File: src/rtl/pwm_led_pkg.sv
`default_nettype none
// ============================================================================
// Module   : pwm_led_pkg
// Purpose  : Shared types, default widths and helpers for the LED PWM core.
//            - pwm_state_t        : core FSM states (IDLE, RUN)
//            - c_default_cnt_w    : default duty / period counter width
//            - c_default_prescale_w : default prescale divider width
//            - period_max(width)  : last period counter value (2^width - 2)
// Revision : 1.0 - initial release
// ============================================================================
package pwm_led_pkg;

    typedef enum logic [0:0] {
        IDLE = 1'b0,
        RUN  = 1'b1
    } pwm_state_t;

    localparam int c_default_cnt_w      = 8;
    localparam int c_default_prescale_w = 8;

    // The period counter runs 0..2^width-2, giving 2^width-1 ticks per period
    // so that the all-ones duty value keeps the output permanently active.
    function automatic int period_max(input int width);
        return (1 << width) - 2;
    endfunction

endpackage
`default_nettype wire

File: src/rtl/pwm_led_prescaler.sv
`default_nettype none
// ============================================================================
// Module   : pwm_led_prescaler
// Purpose  : Clock divider producing the PWM tick strobe. Ticks once every
//            prescale_q+1 clk cycles; prescale_q is captured only on load.
// Ports    : clk, rst        - clock, synchronous active-high reset
//            clear           - hold divider at 0 and suppress tick
//            load            - capture prescale_in into prescale_q
//            prescale_in     - requested divider value
//            tick            - one-cycle strobe when divider reaches prescale_q
// Revision : 1.0 - initial release
// ============================================================================
module pwm_led_prescaler
    import pwm_led_pkg::*;
#(
    parameter int PRESCALE_W = c_default_prescale_w
)(
    input  logic                  clk,
    input  logic                  rst,
    input  logic                  clear,
    input  logic                  load,
    input  logic [PRESCALE_W-1:0] prescale_in,
    output logic                  tick
);

    logic [PRESCALE_W-1:0] r_prescale_q;
    logic [PRESCALE_W-1:0] r_ps_cnt;

    assign tick = !clear && (r_ps_cnt == r_prescale_q);

    always_ff @(posedge clk) begin
        if (rst) begin
            r_prescale_q <= '0;
            r_ps_cnt     <= '0;
        end else begin
            if (load) begin
                r_prescale_q <= prescale_in;
            end
            if (clear || tick) begin
                r_ps_cnt <= '0;
            end else begin
                r_ps_cnt <= r_ps_cnt + PRESCALE_W'(1);
            end
        end
    end

endmodule
`default_nettype wire

File: src/rtl/pwm_led_core.sv
`default_nettype none
// ============================================================================
// Module   : pwm_led_core
// Purpose  : Single-channel LED PWM generator with shadowed duty updates.
//            Duty writes arriving while running are held in a pending
//            register and applied only at a period wrap (glitch-free).
// Ports    : clk, rst     - clock, synchronous active-high reset
//            enable       - run PWM (low = idle, output inactive)
//            prescale_in  - tick every prescale_in+1 clk cycles
//            duty_in      - requested duty, duty_valid / duty_ready handshake
//            pwm_out      - registered PWM output (active-low if INVERT)
//            period_tick  - one-cycle pulse the cycle after each period wrap
//            duty_active  - duty value currently applied
// Options  : PWM_LED_FADE_EN - when defined, duty_active steps by one per
//            wrap toward the last accepted duty instead of jumping.
// Revision : 1.0 - initial release
// ============================================================================
module pwm_led_core
    import pwm_led_pkg::*;
#(
    parameter int CNT_W      = c_default_cnt_w,
    parameter int PRESCALE_W = c_default_prescale_w,
    parameter bit INVERT     = 1'b0
)(
    input  logic                  clk,
    input  logic                  rst,
    input  logic                  enable,
    input  logic [PRESCALE_W-1:0] prescale_in,
    input  logic [CNT_W-1:0]      duty_in,
    input  logic                  duty_valid,
    output logic                  duty_ready,
    output logic                  pwm_out,
    output logic                  period_tick,
    output logic [CNT_W-1:0]      duty_active
);

    localparam logic [CNT_W-1:0] c_cnt_max = CNT_W'(period_max(CNT_W));

    pwm_state_t       r_state;
    pwm_state_t       w_state_next;

    logic             w_run;
    logic             w_leave;
    logic             w_tick;
    logic             w_wrap;
    logic             w_xfer;
    logic             w_ps_load;

    logic [CNT_W-1:0] r_cnt;
    logic [CNT_W-1:0] r_pend;
    logic [CNT_W-1:0] r_duty_active;
    logic             r_pend_full;
    logic             r_pwm;
    logic             r_period_tick;

    // ------------------------------------------------------------------
    // FSM
    // ------------------------------------------------------------------
    always_ff @(posedge clk) begin
        if (rst) begin
            r_state <= IDLE;
        end else begin
            r_state <= w_state_next;
        end
    end

    always_comb begin
        w_state_next = r_state;
        case (r_state)
            IDLE:    if (enable)  w_state_next = RUN;
            RUN:     if (!enable) w_state_next = IDLE;
            default: w_state_next = IDLE;
        endcase
    end

    // Counting happens only while in RUN with enable still high; the cycle
    // enable drops already clears the counters.
    assign w_run     = (r_state == RUN) && enable;
    assign w_leave   = (r_state == RUN) && !enable;
    assign w_wrap    = w_tick && (r_cnt == c_cnt_max);
    assign w_xfer    = duty_valid && !r_pend_full;
    assign w_ps_load = (r_state == IDLE) || w_wrap;

    // ------------------------------------------------------------------
    // Prescaler
    // ------------------------------------------------------------------
    pwm_led_prescaler #(
        .PRESCALE_W (PRESCALE_W)
    ) u_prescaler (
        .clk         (clk),
        .rst         (rst),
        .clear       (!w_run),
        .load        (w_ps_load),
        .prescale_in (prescale_in),
        .tick        (w_tick)
    );

    // ------------------------------------------------------------------
    // Period counter and period_tick
    // ------------------------------------------------------------------
    always_ff @(posedge clk) begin
        if (rst) begin
            r_cnt         <= '0;
            r_period_tick <= 1'b0;
        end else begin
            r_period_tick <= w_wrap;
            if (!w_run || w_wrap) begin
                r_cnt <= '0;
            end else if (w_tick) begin
                r_cnt <= r_cnt + CNT_W'(1);
            end
        end
    end

    // ------------------------------------------------------------------
    // Registered PWM output
    // ------------------------------------------------------------------
    always_ff @(posedge clk) begin
        if (rst) begin
            r_pwm <= INVERT;
        end else if (!w_run) begin
            r_pwm <= INVERT;
        end else begin
            r_pwm <= (r_cnt < r_duty_active) ^ INVERT;
        end
    end

    // ------------------------------------------------------------------
    // Duty handshake and shadow register
    // ------------------------------------------------------------------
`ifdef PWM_LED_FADE_EN
    logic [CNT_W-1:0] w_fade_step;

    always_comb begin
        w_fade_step = r_duty_active;
        if (r_duty_active < r_pend) begin
            w_fade_step = r_duty_active + CNT_W'(1);
        end else if (r_duty_active > r_pend) begin
            w_fade_step = r_duty_active - CNT_W'(1);
        end
    end
`endif

    // A transfer and a pending value never coexist: duty_ready is the
    // inverse of r_pend_full, so w_xfer implies the pending slot is empty.
    always_ff @(posedge clk) begin
        if (rst) begin
            r_duty_active <= '0;
            r_pend        <= '0;
            r_pend_full   <= 1'b0;
        end else if ((r_state == IDLE) || w_leave) begin
            if (w_xfer) begin
                r_duty_active <= duty_in;
            end else if (r_pend_full) begin
                r_duty_active <= r_pend;
                r_pend_full   <= 1'b0;
            end
        end else begin
            if (w_xfer) begin
                r_pend      <= duty_in;
                r_pend_full <= 1'b1;
            end
            // Uses the registered pend flag, so a value accepted on the
            // wrap cycle itself waits for the following wrap.
            if (w_wrap && r_pend_full) begin
`ifdef PWM_LED_FADE_EN
                r_duty_active <= w_fade_step;
                r_pend_full   <= (w_fade_step != r_pend);
`else
                r_duty_active <= r_pend;
                r_pend_full   <= 1'b0;
`endif
            end
        end
    end

    assign duty_ready  = !r_pend_full;
    assign pwm_out     = r_pwm;
    assign period_tick = r_period_tick;
    assign duty_active = r_duty_active;

endmodule
`default_nettype wire

File: config.mk
export PLATFORM = sky130hd
export DESIGN_NAME = pwm_led_core
export DESIGN_NICKNAME = d
export VERILOG_FILES = /design/src/rtl/pwm_led_pkg.sv /design/src/rtl/pwm_led_prescaler.sv /design/src/rtl/pwm_led_core.sv
export SDC_FILE = /design/constraint.sdc
export NUM_CORES = 1
export LEC_CHECK = 0
export BUFFER_PORTS_ARGS = -buffer_cell sky130_fd_sc_hd__buf_2
export CAP_MARGIN = 15
export CORE_UTILIZATION = 53
export CTS_CLUSTER_DIAMETER = 50
export DETAILED_ROUTE_END_ITERATION = 7
export GPL_TIMING_DRIVEN = 0
export PLACE_DENSITY_LB_ADDON = 0.12
export SETUP_SLACK_MARGIN = 0.1
export SYNTH_ARGS = -nofsm -noshare
export SYNTH_HDL_FRONTEND = slang
export SYNTH_HIERARCHICAL = 1
export SYNTH_SLANG_ARGS = --single-unit
File: constraint.sdc
create_clock -name clk -period 3.76 [get_ports clk]
set_input_delay 0.376 -clock clk [delete_from_list [all_inputs] [get_ports clk]]
set_output_delay 0.376 -clock clk [all_outputs]
set_load 0.005 [all_outputs]
; ---- After elaboration in Yosys (flattened, before gate mapping)
; Cells that the tools add are included.
[word_totals]
register_bits = 44
elab_cells = 49
[op_classes]
addsub = 2
order_cmp = 1
eq_ne = 4
n_mux = 9
bitwise_logic = 3
n_reduce_logical = 21
[op_table]
columns = op, count
row1 = $mux W8, 4
row2 = $add A8 B1 Y8 const B, 2
row3 = $eq A8 B8 Y1, 1
row4 = $eq A8 B8 Y1 const B, 1
row5 = $lt A8 B8 Y1, 1
row6 = $logic_and A1 B1 Y1, 6
row7 = $reduce_and A2 Y1, 3
row8 = $reduce_or A2 Y1, 3
row9 = $mux W1, 5
row10 = $logic_or A1 B1 Y1, 4
row11 = $logic_not A1 Y1, 3
row12 = $ne A3 B3 Y1 const B, 1
row13 = $not A1 Y1, 3
row14 = $reduce_bool A3 Y1, 1
row15 = $ne A2 B2 Y1 const B, 1
row16 = $reduce_bool A2 Y1, 1

; ---- Depth between registers and ports, before layout
[depth]
ltp_word = 6
ltp_mapped = 12
ltp_nobuf = 8

; ---- Hierarchy
; The synthesis kept the hierarchy.
[modules_own_cells]
columns = module, instances, cells_per_inst, area_per_inst_um2, seq_area_each_um2
row1 = pwm_led_core, 1, 181, 1552.7, 560.5
row2 = pwm_led_prescaler, 1, 73, 764.5, 320.3

; ---- Least setup slack after synthesis
; No wires, ideal clock.
[synth_timing]
path_kind = register to register
startpoint = register u_prescaler.r_ps_cnt[2]
endpoint = register u_prescaler.r_prescale_q[0]
setup_time_ns = 0.116
t_arrival_ns = 2.325
setup_slack_ns = 1.319
stages_incl_launch_ff = 13
period_less_slack_ns = 2.441
cell_sequence = dfxtp_1 > buf_6 > xor2_2 > nor4_4 > and3b_1 > clkbuf_8 > nand4_2 > or2_1 > buf_6 > nand2_1 > buf_2 > mux2i_1 > nor2_1
[synth_via]
elab_chain_cells = 4
[synth_lines]
columns = element, line_no
row1 = start: declaration, pwm_led_prescaler.sv:27  ; logic [PRESCALE_W-1:0] r_ps_cnt;
row2 = start signal: assignment, pwm_led_prescaler.sv:42  ; r_ps_cnt <= r_ps_cnt + PRESCALE_W'(1);
row3 = $eq A8 B8 Y1, pwm_led_prescaler.sv:29  ; assign tick = !clear && (r_ps_cnt == r_prescale_q);
row4 = $logic_and A1 B1 Y1, pwm_led_prescaler.sv:29
row5 = via w_tick, pwm_led_core.sv:44  ; logic w_tick;
row6 = $logic_and A1 B1 Y1, pwm_led_core.sv:80  ; assign w_wrap = w_tick && (r_cnt == c_cnt_max);
row7 = $logic_or A1 B1 Y1, pwm_led_core.sv:82  ; assign w_ps_load = (r_state == IDLE) || w_wrap;
row8 = via w_ps_load, pwm_led_core.sv:47  ; logic w_ps_load;
row9 = end signal: assignment, pwm_led_prescaler.sv:37  ; r_prescale_q <= prescale_in;
row10 = end: declaration, pwm_led_prescaler.sv:26  ; logic [PRESCALE_W-1:0] r_prescale_q;
; The timed path passes the listed nets, and every way through them passes these cells.
; A chain may end at the register's enable or synchronous reset.

; ---- Worst setup path in the final report
[layout_timing]
startpoint = register u_prescaler.r_ps_cnt[3]
endpoint = register u_prescaler.r_prescale_q[1]
; Same word-level chain as after synthesis.

==> results.py <==
metrics = {
    "critical_path": {
        "cp-end-kind": "flip-flop",
        "path_max_fanout": 10,
        "slowest_delay_ns": 0.54,
        "cp.required_ns": 3.96,
        "arrival_ns": 2.96,
        "worstSetupPathType": "flip-flop to flip-flop",
        "slowest_stage": "nor4_4",
        "worstSetupStartpointType": "flip-flop",
        "worstPathCellList": "xor2_1 -> nor4_4 -> and3b_1 -> clkbuf_8 -> nand4_2 -> or2_1 -> buf_6 -> nand2_1 -> buf_2 -> mux2i_1 -> nor2_1",
    },
    "clock_tree": {
        "clkLatencyLatePin_ns": 0.30,
        "cts_buffer_depth": 2,
        "cts_root_buf": "clkbuf_8",
        "cts_hold_buffers": 0,
        "htreeDepth": 2,
        "cts_tree": "yes",
        "cts.sinks": 44,
        "ctsResizeCount": 0,
        "cts_made_buffers": 5,
        "clk_pin_slew_ns": 0.09,
        "post-cts-setup-buffer-count": 0,
    },
    "sta": {
        "setup_violations": 0,
        "clock_skew_ns": 0.00783,
        "period_share_pct": 73.5,
        "tns_ns": 0,
        "final_hold_viol_count": 0,
        "timing.fmax_ghz": 0.362,
        "worstMarginPinSlew_ns": 0.512,
        "drv_slew": 0,
        "relSlewSlack_pct": 65.6,
        "rsz0062_at_grt": "no",
        "whs_ns": 0.309,
        "fin_crit_ns": 2.76,
    },
    "synthesis": {
        "yosys-top-cells-count": "dfxtp_1, nor2_1, nand2_1",
        "synth_seq_area_share_pct": 38.0,
        "synth.most_common_cell": "dfxtp_1",
        "synth_area_leaders": "dfxtp_1, ha_1, nor2_1",
        "synth_seq_cells": 44,
        "yosys.area.top_type_share_pct": 38.0,
        "synth.largest_area_cell": "dfxtp_1",
        "ys_types": 39,
        "syn_area_per_cell_um2": 9.12,
        "netlist_area_um2": 2320,
        "async_flop_share_pct": 0,
        "yosys_most_used_dff": "dfxtp_1",
        "synthCells": 254,
        "synth_edf_count": 0,
        "syn_nets": 284,
        "yosysWarnings": 6,
    },
    "final_layout": {
        "finalNonFillerCells": 340,
        "final_nets": 320,
        "antennaDiodeCount": 0,
        "drive_gt1_share_pct": 22.4,
        "areaGrowthSynthToFinish_pct": 12.5,
        "fillers": 368,
        "multi_input_area_um2": 1290,
        "final_core_util_pct": 63.8,
        "regArea_um2": 881,
    },
    "place": {
        "dp.cells": 333,
        "hpwlAfterDp_um": 3470,
        "port_buffers": 29,
        "gp_congestion": 0.768,
    },
    "detailed_routing": {
        "dr_total_vias": 1910,
        "via_per_inst": 5.62,
        "drtIter0Drc": 114,
        "dr.pass1.iters": 4,
        "drc_errors": 0,
        "antenna_left": 0,
        "wl_per_cell_um": 14.2,
        "wirelength_um": 4820,
    },
    "floorplan": {
        "initial_core_util_pct": 56.7,
        "die-area_um2": 4640,
        "core_area_um2": 4090,
        "io_pins": 31,
        "die_h_um": 68.1,
        "die_w_um": 68.1,
        "num_rows": 23,
    },
    "status": {
        "status": "finished clean",
    },
    "global_routing": {
        "globalRouteOverflowTotal": 0,
        "antenna_found_initial": 0,
        "grt_usage_pct": 22.3,
        "grt_max_degree": 14,
        "grt_pass1_wl_um": 7600,
        "first_global_vias": 1697,
    },
    "min_path": {
        "hp-class": "input pin to flip-flop",
    },
    "power_and_ir_drop": {
        "p_leak_nw": 1.12,
        "p_per_area_nw_per_um2": 349,
        "peakVddDrop_mv": 0.256,
    },
    "flow_run": {
        "cap_violations": 0,
    },
}
==> state kept, by name (all words and copies together), names as in the netlist <==
register,count
duty_active,8
r_cnt,8
r_pend,8
u_prescaler/r_prescale_q,8
u_prescaler/r_ps_cnt,8
period_tick,1
pwm_out,1
r_pend_full,1
r_state,1
==> power by group <==
part           total (mW)  switching (mW)  internal [mW]
Sequential          0.498          0.0150          0.483
Clock               0.291           0.165          0.126
Combinational       0.120          0.0642         0.0555
==> path summary, 6_finish.rpt <==
check                           cells past startpoint  slack, ns                                        to                                from
worst max register to register                     11        1.0  u_prescaler/r_prescale_q[1]$_SDFFE_PP0P_  u_prescaler/r_ps_cnt[3]$_SDFF_PP0_
worst min-delay path                                3       0.31  u_prescaler/r_prescale_q[7]$_SDFFE_PP0P_                      prescale_in[7]
worst max-delay path                               11        1.0  u_prescaler/r_prescale_q[1]$_SDFFE_PP0P_  u_prescaler/r_ps_cnt[3]$_SDFF_PP0_
worst min register to register                      2       0.46                    r_pend[1]$_SDFFE_PP0P_              r_pend[1]$_SDFFE_PP0P_
==> cell families (layout without fill, tap and decap cells) <==
logic type                 after synthesis  count (layout)  share of synthesized area (%)
and+or+nand+nor                        100             100                           23.2
xor gates and xnor gates                15              15                           5.99
muxes                                    8               8                           3.46
AOI/OAI and AO/OA                       51              51                           17.9
buffers and inverters                   26              62                           6.10
DFF                                     44              44                           38.0
adders and majority gates               10              10                           5.40
==> area by class of cell <==
type                            count  share of cell area (%)
Multi-Input combinational cell    184                    49.7
Sequential cell                    44                    33.8
Timing Repair Buffer               29                    5.57
Buffer                             16                    3.98
Clock buffer                        5                    2.64
Tap cell                           50                    2.40
Inverter                           10                    1.44
Clock inverter                      2                   0.480
==> stage by stage <==
step	power, mW	area [um2]	setup WS [ns]
final	0.909	2610	0.997
after detailed placement	0.629	2520	0.995
after floorplan	0.589	2320	1.32
after global placement	0.626	2520	1.02
after CTS	0.915	2610	0.961
after global routing	0.952	2610	0.778
==> per-layer routing <==
metal / routed length, um / up-vias / track usage [%]
li1: - / 968 / -
met1: 2320 / 894 / 27.7
met2: 2230 / 40 / 37.0
met3: 182 / 8 / 4.17
met4: 82 / 0 / 10.2
met5: 0 / - / 0
==> worst max-delay path, delay by kind of cell (launching register included) <==
kind	cells	cell delay, ns
AND/OR/NAND/NOR	6	1.28
buffers and inverters	3	0.56
flip-flops	1	0.45
multiplexers	1	0.23
XOR/XNOR	1	0.14
==> layout by cell type (no fill, tap or decap), types with 9 or more instances in the layout <==
cell type   n
buf_2      35
nor3_1      9
a21oi_1    14
xor2_1     12
dfxtp_1    44
nor2_1     33
inv_1      10
ha_1       10
nand2_1    23
nor2b_1     9
(Power assumes the default switching activity.)
